--- config.mk ---
export PLATFORM = sky130hd
export DESIGN_NAME = pipelined_adder_array_flat
export DESIGN_NICKNAME = d
export VERILOG_FILES = /design/src/rtl/pipelined_adder_array_pkg.sv /design/src/rtl/pipelined_adder_array_if.sv /design/src/rtl/adder_lane.sv /design/src/rtl/pipelined_adder_array.sv /design/src/flat_wrapper.sv
export SDC_FILE = /design/constraint.sdc
export NUM_CORES = 1
export LEC_CHECK = 0
export CAP_MARGIN = 20
export CORE_ASPECT_RATIO = 2
export CORE_MARGIN = 10
export CORE_UTILIZATION = 56
export CTS_CLUSTER_SIZE = 25
export DETAILED_ROUTE_END_ITERATION = 16
export PLACE_DENSITY = 0.82
export SYNTH_ARGS = -nofsm -noshare
export SYNTH_HDL_FRONTEND = slang
export SYNTH_HIERARCHICAL = 1
export SYNTH_SLANG_ARGS = --single-unit
--- constraint.sdc ---
create_clock -name clk -period 3.95 [get_ports clk]
set_input_delay 0.79 -clock clk [delete_from_list [all_inputs] [get_ports clk]]
set_output_delay 0.79 -clock clk [all_outputs]
set_load 0.02 [all_outputs]
--- src/rtl/pipelined_adder_array_pkg.sv ---
// Shared types and helpers for the pipelined adder array.
// Contents: op_e operation encoding, lane-width limit, sat_trunc result shaping.
package pipelined_adder_array_pkg;

  typedef enum logic [1:0] {
    OP_ADD = 2'd0,
    OP_SUB = 2'd1,
    OP_ACC = 2'd2,
    OP_CLR = 2'd3
  } op_e;

  // Widest lane the helper can shape; callers zero-extend their WIDTH+1 result.
  localparam int unsigned MAX_W = 64;
  localparam int unsigned RAW_W = MAX_W + 1;

  // Reduce a width+1 raw lane result to width bits: clamp when saturating, else wrap.
  // Bit 'width' of raw is the carry (add/acc) or borrow (sub).
  function automatic logic [MAX_W-1:0] sat_trunc(input logic [RAW_W-1:0] raw,
                                                 input int unsigned      width,
                                                 input logic             is_sub,
                                                 input logic             saturate);
    logic [MAX_W-1:0] mask;
    logic             ovf;
    mask = ~({MAX_W{1'b1}} << width);
    ovf  = |(raw & (RAW_W'(1) << width));
    if (saturate && ovf) begin
      return is_sub ? '0 : mask;
    end
    return raw[MAX_W-1:0] & mask;
  endfunction

endpackage

--- src/rtl/pipelined_adder_array_if.sv ---
// Producer/consumer stream bundle for the pipelined adder array.
// slave : DUT side (takes in_*, out_ready; drives in_ready, out_*).
// master: stream source/sink side.
interface pipelined_adder_array_if
  import pipelined_adder_array_pkg::*;
#(
  parameter int unsigned WIDTH  = 8,
  parameter int unsigned NUM_CH = 4
);

  logic                    in_valid;
  logic                    in_ready;
  op_e                     in_op;
  logic [NUM_CH*WIDTH-1:0] in_a;
  logic [NUM_CH*WIDTH-1:0] in_b;
  logic                    out_valid;
  logic                    out_ready;
  logic [NUM_CH*WIDTH-1:0] out_sum;
  logic [NUM_CH-1:0]       out_ovf;

  modport slave (
    input  in_valid, in_op, in_a, in_b, out_ready,
    output in_ready, out_valid, out_sum, out_ovf
  );

  modport master (
    output in_valid, in_op, in_a, in_b, out_ready,
    input  in_ready, out_valid, out_sum, out_ovf
  );

endinterface

--- src/rtl/adder_lane.sv ---
// One lane: S1 arithmetic at WIDTH+1 bits plus the lane accumulator.
// Ports: clk, rst_n (sync, active-low), load_i (transaction accepted),
//        op_i, a_i, b_i (lane operands), raw_o (registered S1 raw result).
module adder_lane
  import pipelined_adder_array_pkg::*;
#(
  parameter int unsigned WIDTH    = 8,
  parameter int unsigned SATURATE = 0
) (
  input  logic             clk,
  input  logic             rst_n,
  input  logic             load_i,
  input  op_e              op_i,
  input  logic [WIDTH-1:0] a_i,
  input  logic [WIDTH-1:0] b_i,
  output logic [WIDTH:0]   raw_o
);

  logic [WIDTH:0]   raw_d, raw_q;
  logic [WIDTH-1:0] acc_d, acc_q;

  // Raw result; the accumulator takes its final shaped value in the accept
  // cycle so back-to-back ACC chains without a bubble.
  always_comb begin
    raw_d = '0;
    acc_d = acc_q;
    case (op_i)
      OP_ADD: raw_d = {1'b0, a_i} + {1'b0, b_i};
      OP_SUB: raw_d = {1'b0, a_i} - {1'b0, b_i};
      OP_ACC: begin
        raw_d = {1'b0, acc_q} + {1'b0, a_i};
        acc_d = WIDTH'(sat_trunc(RAW_W'(raw_d), WIDTH, 1'b0, SATURATE != 0));
      end
      OP_CLR: acc_d = '0;
      default: ;
    endcase
  end

  // S1 register and accumulator only move on an accepted transaction.
  always_ff @(posedge clk) begin
    if (!rst_n) begin
      raw_q <= '0;
      acc_q <= '0;
    end else if (load_i) begin
      raw_q <= raw_d;
      acc_q <= acc_d;
    end
  end

  always_comb raw_o = raw_q;

endmodule

--- src/rtl/pipelined_adder_array.sv ---
// Multi-lane two-stage add/sub/accumulate pipeline with valid/ready on both sides.
// Ports: clk, rst_n (sync, active-low), bus (slave view of the stream bundle).
// S1 lives in the lanes (raw WIDTH+1 results) plus the op here; S2 shapes and
// holds out_sum/out_ovf until the consumer takes them.
module pipelined_adder_array
  import pipelined_adder_array_pkg::*;
#(
  parameter int unsigned WIDTH    = 8,
  parameter int unsigned NUM_CH   = 4,
  parameter int unsigned SATURATE = 0
) (
  input logic                     clk,
  input logic                     rst_n,
  pipelined_adder_array_if.slave  bus
);

  logic                               s2_adv;
  logic                               in_ready_c;
  logic                               accept;
  logic                               s1_valid_d, s1_valid_q;
  op_e                                s1_op_q;
  logic                               out_valid_q;
  logic [NUM_CH-1:0][WIDTH:0]         raw;
  logic [NUM_CH-1:0][WIDTH-1:0]       sum_d, sum_q;
  logic [NUM_CH-1:0]                  ovf_d, ovf_q;

  // Handshake: S1 may refill whenever it is empty or draining into S2.
  always_comb begin
    s2_adv     = !out_valid_q || bus.out_ready;
    in_ready_c = rst_n && (!s1_valid_q || s2_adv);
    accept     = bus.in_valid && in_ready_c;
    s1_valid_d = s1_valid_q;
    if (accept) begin
      s1_valid_d = 1'b1;
    end else if (s2_adv) begin
      s1_valid_d = 1'b0;
    end
  end

  for (genvar k = 0; k < NUM_CH; k++) begin : g_lane
    adder_lane #(
      .WIDTH    (WIDTH),
      .SATURATE (SATURATE)
    ) u_lane (
      .clk    (clk),
      .rst_n  (rst_n),
      .load_i (accept),
      .op_i   (bus.in_op),
      .a_i    (bus.in_a[k*WIDTH +: WIDTH]),
      .b_i    (bus.in_b[k*WIDTH +: WIDTH]),
      .raw_o  (raw[k])
    );

    // S2 shaping; the top raw bit is the carry/borrow flag in every op.
    always_comb begin
      sum_d[k] = WIDTH'(sat_trunc(RAW_W'(raw[k]), WIDTH, s1_op_q == OP_SUB, SATURATE != 0));
      ovf_d[k] = raw[k][WIDTH];
    end
  end

  always_ff @(posedge clk) begin
    if (!rst_n) begin
      s1_valid_q  <= 1'b0;
      s1_op_q     <= OP_ADD;
      out_valid_q <= 1'b0;
      sum_q       <= '0;
      ovf_q       <= '0;
    end else begin
      s1_valid_q <= s1_valid_d;
      if (accept) begin
        s1_op_q <= bus.in_op;
      end
      if (s2_adv) begin
        out_valid_q <= s1_valid_q;
        if (s1_valid_q) begin
          sum_q <= sum_d;
          ovf_q <= ovf_d;
        end
      end
    end
  end

  always_comb begin
    bus.in_ready  = in_ready_c;
    bus.out_valid = out_valid_q;
    bus.out_sum   = sum_q;
    bus.out_ovf   = ovf_q;
  end

endmodule

--- src/flat_wrapper.sv ---
// flat-port wrapper written by rule: the top's interface ports become plain ports
module pipelined_adder_array_flat import pipelined_adder_array_pkg::*;
#(
  parameter int unsigned WIDTH    = 8,
  parameter int unsigned NUM_CH   = 4,
  parameter int unsigned SATURATE = 0
)
  (clk, rst_n, bus_in_valid, bus_in_op, bus_in_a, bus_in_b, bus_out_ready, bus_in_ready, bus_out_valid, bus_out_sum, bus_out_ovf);
  pipelined_adder_array_if #(.WIDTH(WIDTH), .NUM_CH(NUM_CH)) bus_i ();
  input logic clk;
  input logic rst_n;
  input wire logic [$bits(bus_i.in_valid)-1:0] bus_in_valid;
  input wire logic [$bits(bus_i.in_op)-1:0] bus_in_op;
  input wire logic [$bits(bus_i.in_a)-1:0] bus_in_a;
  input wire logic [$bits(bus_i.in_b)-1:0] bus_in_b;
  input wire logic [$bits(bus_i.out_ready)-1:0] bus_out_ready;
  output wire logic [$bits(bus_i.in_ready)-1:0] bus_in_ready;
  output wire logic [$bits(bus_i.out_valid)-1:0] bus_out_valid;
  output wire logic [$bits(bus_i.out_sum)-1:0] bus_out_sum;
  output wire logic [$bits(bus_i.out_ovf)-1:0] bus_out_ovf;
  assign bus_i.in_valid = bus_in_valid;
  assign bus_i.in_op = bus_in_op;
  assign bus_i.in_a = bus_in_a;
  assign bus_i.in_b = bus_in_b;
  assign bus_i.out_ready = bus_out_ready;
  assign bus_in_ready = bus_i.in_ready;
  assign bus_out_valid = bus_i.out_valid;
  assign bus_out_sum = bus_i.out_sum;
  assign bus_out_ovf = bus_i.out_ovf;
  pipelined_adder_array #(.WIDTH(WIDTH), .NUM_CH(NUM_CH), .SATURATE(SATURATE)) u_core (.clk(clk), .rst_n(rst_n), .bus(bus_i));
endmodule
==> summary.txt <==
==============================================================================
Master of the slowest instance on the critical path               sky130_fd_sc_hd__clkdlybuf4s50_1
Clock transition at the registers of the reported paths                0.07 ns
Areal power density over the cells                                  309 nW/um2
Initial core utilization                                                 0.570
Area of the core region                                             13,400 um2
R2r startpoint                                                    u_core/bus.out_valid
TritonCTS sink count                                                       106
Leakage power summed over all cells                                    3.62 nW
Vias in the first global route                                           6,905
Yosys warnings                                                               6
Minimum clock period                                                   3.45 ns
Hold path cells                                                              2
Hold/Removal Path Class                                                reg2reg
All-Layer GR Usage                                                       0.210
Number of hold violations in the final report                                0
RSZ-0062 raised after global routing                                        no
Hold worst-path end                                               u_core/bus.out_ovf[1]
Data required time of the critical path                                4.17 ns
Endpoint type of the worst setup path                                 register
First-pass GRT wire length                                             32.5 mm
Count of unresolved DRC violations after routing                             0
Post-synthesis instance area                                          7660 um2
Setup tns final                                                           0 ns
Number of setup violations in the final report                               0
Total clock buffers created by CTS                                           9
Sequential element share of the synthesized area                         0.277
Fmax                                                                   290 MHz
Pre-CTS WS                                                            0.199 ns
H-tree lvl count                                                             3
Residual antenna-violating net count after detailed routing                  0
Worst-margin pin slew                                                 0.682 ns
Gate Count Post-Synth                                                      905
HPWL after detailed placement                                          15.4 mm
Final cell count without fillers                                         1,158
Post-detailed-routing wire length                                      19.7 mm
Drt initial violations                                                     284
Post_cts resized                                                             0
Reg2Reg Setup Slack                                                    1.53 ns
Setup CP Type                                                           in2reg
Layout Skew                                                         0.00649 ns
Ratio of final minimum period to clock period                            0.874
Largest net degree at the start of global routing                           76
Synth Register Bits                                                        106
Total inserted antenna cells                                                 0
TritonCTS clock tree                                                       yes
Buf+Inv Stages, Crit Path                                                    2
Endpoint of the lowest-slack register-to-register path            u_core/g_lane[2].u_lane/acc_q[4]
Cell family with most CP delay                                    compound AO/OA/AOI/OAI gates
Number of cell instances on the worst register-to-register path              7
Number of setup buffers added after CTS                                      0
Total via count in the routed design                                     6,800
Largest driver fanout on the critical path                                  10
Root buffer cell                                                  sky130_fd_sc_hd__clkbuf_16
Launching element type of the critical path                       primary input
Placed cell count                                                        1,142
EDFF count, synth                                                            0
Overflow left after global routing                                           0
Critical-path cell list                                           clkdlybuf4s50_1 -> buf_12 -> nor2b_1 -> a21oi_1 -> xnor2_1 -> ha_1 -> a21o_1 -> a21o_1 -> a221oi_2 -> xor2_1 -> nor2_1 -> o31a_1
Post-synthesis net count                                                 1,051
Clock insertion delay at the later pin of the skew report              0.34 ns
Fraction of final layout cells sized beyond drive strength 1            0.0469
Slew Viols, Final                                                            0
Count of buffers inserted at the top-level ports                           107
Initial antenna violation count                                              0
Netlist cell types                                                          62
Most frequent cell on the critical path                           sky130_fd_sc_hd__a21o_1
DRT Pass-1 Iters                                                             5
Final weighted congestion in routability-driven placement                0.954
Launch instance of the worst min-delay path                       u_core/g_lane[1].u_lane/raw_o[8]
Most used DFF post-synth                                          sky130_fd_sc_hd__dfxtp_1
Per-instance average area after synthesis                             8.46 um2
Maximum single-stage delay on the critical path                        0.66 ns
Status                                                            complete, no violations
Post-route setup slack                                                0.498 ns
Floorplan die width                                                     103 um
Ports placed on the boundary                                               108
Ys async rst share                                                           0
WP data arrival                                                        3.68 ns
Final net count                                                          1,144
Placement row count                                                         60
Clk buf depth                                                                2
Vias per cell                                                             5.87
Peak VDD IR                                                         0.000204 V
DIE HEIGHT                                                              185 um
Max_slew headroom                                                        0.545
Reported max-cap violation count                                             0
Average routed wire per standard cell                                  17.0 um
Count of hold buffers inserted by post-cts repair                            0
Layout overhead on the synthesized area                                  18.9%
Die area                                                            19,000 um2
==============================================================================
per-stage QoR:
step | utilization | hold WS (ns) | instance area, um2 | total power, mW
after global placement | 0.656 | 0.442 | 8820 | 1.92
after global routing | 0.678 | 0.459 | 9110 | 2.95
final | 0.678 | 0.455 | 9110 | 2.82
after floorplan | - | 0.433 | 7660 | 1.70
after CTS | 0.678 | 0.450 | 9110 | 2.82
after detailed placement | 0.656 | 0.446 | 8820 | 1.93
how the worst max path moves through the flow:
| stage | start | end | slack [ns] | cells past startpoint |
|---|---|---|---|---|
| 3_3_place_gp | bus_in_op[0] | u_core/g_lane[3].u_lane/raw_o[7] | 0.25 | 11 |
| 6_report | bus_in_op[0] | u_core/g_lane[2].u_lane/raw_o[7] | 0.50 | 12 |
| 2_1_floorplan | bus_in_op[1] | u_core/g_lane[3].u_lane/raw_o[7] | 0.88 | 11 |
| 4_1_cts | bus_in_op[0] | u_core/g_lane[1].u_lane/raw_o[5] | 0.53 | 10 |
| 5_1_grt | bus_in_op[0] | u_core/g_lane[1].u_lane/raw_o[6] | 0.36 | 9 |
| 3_5_place_dp | bus_in_op[0] | u_core/g_lane[1].u_lane/raw_o[5] | 0.20 | 10 |
routing by layer:
layer	wire length, um	track usage
met1	7710	0.220
met4	646	0.0931
met5	0	0
met3	707	0.0287
met2	10700	0.393
worst reg2reg max path, cell delays in order (launching register included):
cell	delay (ns)
sky130_fd_sc_hd__dfxtp_1	0.31
sky130_fd_sc_hd__nor2b_4	0.14
sky130_fd_sc_hd__a21boi_0	0.24
sky130_fd_sc_hd__and2_2	0.42
sky130_fd_sc_hd__nand2_1	0.38
sky130_fd_sc_hd__a2111oi_0	0.65
sky130_fd_sc_hd__a21oi_1	0.08
sky130_fd_sc_hd__nor2b_1	0.14
final cells by class:
class                      count  area [um2]
fill                        1123        4330
inverter                      43         161
tap                          155         194
clock inverter                 5        55.1
sequential                   106        2120
multi-input combinational    717        5140
timing repair buffer         121        1200
clock buffer                  11         233
cells by family (layout without fill, tap and decap cells):
group,Yosys count,after routing,synth area share
simple gates,291,291,0.186
compound gates,259,259,0.242
flops,106,106,0.277
buf+inv,82,180,0.0513
fa+ha+maj,76,76,0.132
mux,46,46,0.0601
xor+xnor,45,45,0.0515
power by group:
group	switching (mW)	leakage, nW	total (mW)	internal [mW]
sequential	0.0246	0.861	1.14	1.11
combinational	0.417	2.62	0.786	0.369
clock	0.403	0.136	0.893	0.491
total	0.844	3.62	2.82	1.97
registers in the layout (all words and copies together), names as in the netlist:
signal,count
u_core/bus.out_sum,32
u_core/bus.out_valid,1
u_core/bus.out_ovf,4
u_core/g_lane.u_lane/raw_o,36
u_core/g_lane.u_lane/acc_q,32
u_core/s1_valid_q,1
cells in the mapped netlist, types with 4 or more instances:
master,instances,share of area
sky130_fd_sc_hd__nor2b_1,46,0.038
sky130_fd_sc_hd__nand2b_1,9,0.0074
sky130_fd_sc_hd__nand3b_1,6,0.0059
sky130_fd_sc_hd__o21ai_0,36,0.024
sky130_fd_sc_hd__o22ai_1,7,0.0057
sky130_fd_sc_hd__nand3_1,6,0.0039
sky130_fd_sc_hd__fa_1,8,0.021
sky130_fd_sc_hd__mux2i_1,46,0.060
sky130_fd_sc_hd__and2_1,8,0.0065
sky130_fd_sc_hd__a221oi_2,4,0.0078
sky130_fd_sc_hd__o31ai_1,10,0.0098
sky130_fd_sc_hd__buf_12,4,0.010
sky130_fd_sc_hd__a21oi_1,41,0.027
sky130_fd_sc_hd__o211ai_1,6,0.0059
sky130_fd_sc_hd__and4_1,4,0.0046
sky130_fd_sc_hd__buf_2,10,0.0065
sky130_fd_sc_hd__clkbuf_1,23,0.011
sky130_fd_sc_hd__nor3b_1,7,0.0069
sky130_fd_sc_hd__ha_1,68,0.11
sky130_fd_sc_hd__a21o_1,19,0.019
sky130_fd_sc_hd__xor2_1,13,0.015
sky130_fd_sc_hd__nand2_1,104,0.051
sky130_fd_sc_hd__nor2_1,58,0.028
sky130_fd_sc_hd__inv_1,43,0.021
sky130_fd_sc_hd__dfxtp_1,106,0.28
sky130_fd_sc_hd__a211oi_2,4,0.0065
sky130_fd_sc_hd__nor3_1,26,0.017
sky130_fd_sc_hd__o211a_1,7,0.0092
sky130_fd_sc_hd__o21ai_1,6,0.0039
sky130_fd_sc_hd__a21boi_0,19,0.019
sky130_fd_sc_hd__a211oi_1,16,0.016
sky130_fd_sc_hd__a31oi_1,12,0.0098
sky130_fd_sc_hd__xnor2_1,32,0.037
sky130_fd_sc_hd__o31a_1,14,0.016
sky130_fd_sc_hd__o21a_1,32,0.031
layout by cell type (no fill, tap or decap), drive strengths merged, types with 15 or more instances in the layout:
master	synthesis	layout
mux2i	46	46
clkdlybuf4s50	0	106
a21o	19	19
o21a	32	32
nor3	26	26
a211oi	20	20
dfxtp	106	106
nor2b	48	48
nor2	58	58
ha	68	68
a21oi	41	41
a21boi	19	19
o21ai	42	42
nand2	105	105
o31a	15	15
xnor2	32	32
inv	43	43
buf	16	15
(Power assumes the default switching activity.)
